--- src/rtl/demux_route_ctrl.sv ---
// demux_route_ctrl: takes a word and a destination lane over valid/ready and
// shifts the word MSB-first onto the demux data input. selection_line stays on
// the destination for the whole frame. An even-parity bit and idle gap cycles
// can follow the data bits.
//
// state  | meaning
// IDLE   | waiting for in_valid; i=0, selection_line keeps its last value
// SHIFT  | data bits on i, bit index counts WIDTH-1 down to 0
// PARITY | XOR of the latched word on i
// GAP_S  | GAP idle cycles before the next word is accepted
module demux_route_ctrl #(
  parameter int WIDTH     = 8,
  parameter int GAP       = 1,
  parameter bit PARITY_EN = 1'b1
) (
  input  logic             clk,
  input  logic             rst,
  input  logic [WIDTH-1:0] data_in,
  input  logic [1:0]       dest,
  input  logic             in_valid,
  output logic             in_ready,
  output logic             i,
  output logic [1:0]       selection_line,
  output logic             active,
  output logic             frame_done
);

  localparam int IW = (WIDTH > 1) ? $clog2(WIDTH) : 1;
  localparam logic [IW-1:0] IDX_TOP  = IW'(WIDTH - 1);
  localparam logic [3:0]    GAP_LAST = 4'((GAP > 0) ? GAP - 1 : 0);

  typedef enum logic [1:0] {IDLE, SHIFT, PARITY, GAP_S} state_t;

  state_t           state_q, state_d;
  logic [IW-1:0]    idx_q, idx_d;
  logic [3:0]       gap_q, gap_d;
  logic [WIDTH-1:0] word_q, word_d;
  logic [1:0]       sel_d;
  logic             i_d, active_d, fd_d;

  assign in_ready = (state_q == IDLE) && !rst;

  // State, counters, latched word and registered outputs.
  always_ff @(posedge clk or posedge rst) begin
    if (rst) begin
      state_q        <= IDLE;
      idx_q          <= '0;
      gap_q          <= '0;
      word_q         <= '0;
      selection_line <= 2'b00;
      i              <= 1'b0;
      active         <= 1'b0;
      frame_done     <= 1'b0;
    end else begin
      state_q        <= state_d;
      idx_q          <= idx_d;
      gap_q          <= gap_d;
      word_q         <= word_d;
      selection_line <= sel_d;
      i              <= i_d;
      active         <= active_d;
      frame_done     <= fd_d;
    end
  end

  // Next state and counter/latch updates; the bit counter stops at 0 and
  // leaves SHIFT instead of wrapping.
  always_comb begin
    state_d = state_q;
    idx_d   = idx_q;
    gap_d   = gap_q;
    word_d  = word_q;
    sel_d   = selection_line;
    unique case (state_q)
      IDLE: begin
        if (in_valid && in_ready) begin
          word_d  = data_in;
          sel_d   = dest;
          idx_d   = IDX_TOP;
          state_d = SHIFT;
        end
      end
      SHIFT: begin
        if (idx_q == '0) begin
          gap_d = GAP_LAST;
          if (PARITY_EN)    state_d = PARITY;
          else if (GAP > 0) state_d = GAP_S;
          else              state_d = IDLE;
        end else begin
          idx_d = idx_q - 1'b1;
        end
      end
      PARITY: begin
        gap_d   = GAP_LAST;
        state_d = (GAP > 0) ? GAP_S : IDLE;
      end
      GAP_S: begin
        if (gap_q == 4'd0) state_d = IDLE;
        else               gap_d   = gap_q - 4'd1;
      end
      default: state_d = IDLE;
    endcase
  end

  // Output values decoded from the upcoming state so they appear with it.
  always_comb begin
    i_d      = 1'b0;
    active_d = 1'b0;
    fd_d     = 1'b0;
    unique case (state_d)
      SHIFT: begin
        i_d      = word_d[idx_d];
        active_d = 1'b1;
        fd_d     = !PARITY_EN && (idx_d == '0);
      end
      PARITY: begin
        i_d      = ^word_d;
        active_d = 1'b1;
        fd_d     = 1'b1;
      end
      default: ;
    endcase
  end

endmodule

--- config.mk ---
export PLATFORM = sky130hd
export DESIGN_NAME = demux_route_ctrl
export DESIGN_NICKNAME = d
export VERILOG_FILES = /design/src/rtl/demux_route_ctrl.sv
export SDC_FILE = /design/constraint.sdc
export NUM_CORES = 1
export LEC_CHECK = 0
export ABC_AREA = 0
export BUFFER_PORTS_ARGS = -buffer_cell sky130_fd_sc_hd__clkbuf_2
export CAP_MARGIN = 25
export CORE_MARGIN = 8
export CORE_UTILIZATION = 55
export CTS_BUF_LIST = sky130_fd_sc_hd__clkbuf_8
export CTS_CLUSTER_SIZE = 14
export DETAILED_ROUTE_END_ITERATION = 7
export PLACE_DENSITY = 0.89
export SYNTH_ARGS = -nofsm -noshare
export SYNTH_HDL_FRONTEND = slang
export SYNTH_SLANG_ARGS = --single-unit
--- constraint.sdc ---
create_clock -name clk -period 2.8 [get_ports clk]
set_input_delay 0.28 -clock clk [delete_from_list [all_inputs] [get_ports clk]]
set_output_delay 0.28 -clock clk [all_outputs]
set_load 0.02 [all_outputs]
==> impl_metrics.ini <==
[yosys]
synth_most_common_cell = dfrtp_1
synth_top_family_by_area = multiplexers
synth_cell_types = 32
synth_xor_area_frac = 0.121
synth_warnings = 0
synth.area.mux_share = 0.138
netlist_instances = 118
synthTopCellsByCount = dfrtp_1 (22), xnor2_1 (13), inv_1 (10)
yosysTopAreaCell = dfrtp_1
synth_area_leaders = dfrtp_1 (42%), xnor2_1 (8.7%), mux2_2 (7.7%)
synth_top_area_share = 0.420
synth_ff_type = dfrtp_1
synth_edf_count = 0
synth.cell_area_mm2 = 0.00131
synthArstFlopShare = 1.00
syn_avg_cell_area_um2 = 11.1
synth-compound-area-share = 0.112
synthSimpleGateAreaFrac = 0.102
synth_adder_area_share = 0.0573
ys_seq_elements = 22
synth-seq-area-share = 0.420
synth_fp_nets = 137

[critical_path]
critPathTopFamily = compound AO/OA/AOI/OAI gates
rrSetupSlack_ns = 0.64
cp_max_fo = 4
worst_path_max_delay_cell = dfrtp_1
critPathBufInv = 1
r2r-start = idx_q[0]$_DFF_PP0_
r2r-end = i$_DFF_PP0_
required_ns = 2.95
cp_common_cell = mux2i_1
start_kind = flop
path_cells = inv_1 > ha_1 > nor2b_4 > mux2i_1 > a2bb2oi_4 > mux2i_1 > o21ai_1 > a21oi_1 > o41ai_2
critPathKind = flop to flop
cp_slowest_stage_delay_ns = 0.44
r2r_cells = 9
crit_arrival_ns = 2.31
worst_setup_path_end_kind = flop

[power_and_ir_drop]
p_clk_frac = 0.152
p_seq_frac = 0.303
pwr-share-comb = 0.545
p_sw_frac = 0.395
power.total_mw = 1.92
p_per_area_mw_per_mm2 = 1300
vdd_drop_max_mv = 0.804
p_int_mw = 1.16
p_sw_uw = 760
p_leak_nw = 0.704

[floorplan]
start_util = 0.587
rows = 17
top_level_ports = 19
die_x_um = 64.8
die_area_mm2 = 0.00420
coreArea_mm2 = 0.00223
die_h_um = 64.8

[route]
drc = 0
vias_per_cell = 5.42
dr.pass1.iters = 4
ant_nets = 0
wl_per_cell_um = 14.0
vias = 895
drt_wl_total_mm = 2.32
drt_iter0_markers = 12

[sta]
finalMaxSlewViolations = 0
post-route-min-period_ns = 2.16
final.setup.tns_ns = 0
rsz0062_at_grt = no
max_freq_ghz = 0.463
fin_skew_ns = 0.00414
post-route-period-util = 0.771
tightest_slew_ns = 0.814
setup_violations = 0
finalHoldViolations = 0
max_slew_margin = 0.457

[final_layout]
n_antenna_cell = 0
syn2layout_area_growth_pct = 13.2
stdcell_count = 165
fillers = 171
fin_nets = 157
drive_gt1_frac = 0.277

[global_route]
grt_start_max_net_pins = 23
grt_pass1_wl_mm = 4.02
grt_overflow = 0
antenna_found_initial = 0
first_global_vias = 971
grt_usage = 0.122

[flow_run]
cap_viol_max_count = 0

[clock_network]
htree_num_levels = 1
cts_setup_buffers = 0
cts.root.buffer_cell = clkbuf_8
clock_latency_ns = 0.27
cts_sinks = 22
clock_path_buffers = 2
cts.repair.resized = 0
cts-hold-fix-buffers = 0
cts_tree = built
cts_buffers = 3
path_clk_slew_ns = 0.08

[placed_design]
numPortBuffers = 18
place.gp.congestion = 0.843
dp_hpwl_mm = 1.83
dp.cells = 161

[hold_path]
hold_class = primary input to asynchronous set/reset pin

[status]
status = finished clean
## power groups by stage
stage | registers (mW) | logic [mW] | clock network (mW)
5_1_grt | 0.597 | 1.15 | 0.309
3_3_place_gp | 0.579 | 0.998 | 0
2_1_floorplan | 0.578 | 0.870 | 0
3_5_place_dp | 0.591 | 1.03 | 0
4_1_cts | 0.584 | 1.06 | 0.300
6_report | 0.583 | 1.05 | 0.293
## worst max path at each step
| stage | slack [ns] | startpoint | cells past startpoint | end |
|---|---|---|---|---|
| 2_1_floorplan | 0.81 | state_q[1]$_DFF_PP0_ | 6 | i$_DFF_PP0_ |
| 4_1_cts | 0.63 | idx_q[0]$_DFF_PP0_ | 9 | i$_DFF_PP0_ |
| 5_1_grt | 0.49 | idx_q[0]$_DFF_PP0_ | 9 | i$_DFF_PP0_ |
| 3_3_place_gp | 0.75 | idx_q[0]$_DFF_PP0_ | 8 | i$_DFF_PP0_ |
| 6_report | 0.64 | idx_q[0]$_DFF_PP0_ | 9 | i$_DFF_PP0_ |
| 3_5_place_dp | 0.66 | idx_q[0]$_DFF_PP0_ | 8 | i$_DFF_PP0_ |
## worst register-to-register path, cell delays in order, from the launching register on
cell and delay (ns):
dfrtp_1 0.44, inv_1 0.11, ha_1 0.17, nor2b_4 0.21, mux2i_1 0.33, a2bb2oi_4 0.13
mux2i_1 0.21, o21ai_1 0.10, a21oi_1 0.25, o41ai_2 0.09
## per-layer routing
metal	global-route usage	vias up	part of all wire
met5	0	-	0
met4	0.0627	0	0.023
met2	0.209	17	0.51
met3	0.0498	4	0.046
met1	0.126	437	0.42
li1	-	437	-
## flip-flops by register name (all words and copies together), names as in the netlist
signal and cells:
selection_line 2, active 1, gap_q 4, idx_q 3, frame_done 1, state_q 2, word_q 8, i 1
## logic make-up (layout without fill, tap and decap cells)
logic type / after synthesis / in the layout
mux: 17 / 17
fa+ha+maj: 6 / 6
xor+xnor: 16 / 16
simple gates: 24 / 24
flops: 22 / 22
buf+inv: 14 / 33
compound gates: 19 / 19
## stage by stage
step                area [um^2]  setup WS [ns]  hold slack [ns]   util
finish                     1480          0.640            0.166  0.664
global route               1480          0.494            0.236  0.664
CTS                        1480          0.635            0.200  0.664
detailed placement         1410          0.665            0.495  0.632
global placement           1410          0.750            0.470  0.632
floorplan                  1310          0.807            0.269      -
## placed cells by master (no fill, tap or decap), types with 2 or more instances in the layout
| cell type | count |
|---|---|
| dfrtp_1 | 22 |
| nor3_1 | 4 |
| a21oi_1 | 4 |
| nand2b_1 | 3 |
| mux2_2 | 9 |
| xor2_1 | 2 |
| clkbuf_2 | 18 |
| nand2_1 | 9 |
| inv_1 | 10 |
| nor2_1 | 2 |
| clkbuf_8 | 3 |
| o21ai_0 | 5 |
| ha_1 | 6 |
| xnor2_1 | 13 |
| nand3_1 | 2 |
| o21bai_1 | 2 |
| mux2i_1 | 8 |
## layout make-up
cell class,count,area (um^2),share of cell area
repair buffers,18,90.1,0.0607
multi-input cells,82,696,0.469
clock inverters,1,30.0,0.0202
well taps,28,35.0,0.0236
inverters,11,41.3,0.0278
clock buffers,3,41.3,0.0278
flip-flops and latches,22,551,0.371
Power figures use the tool's default switching activity.
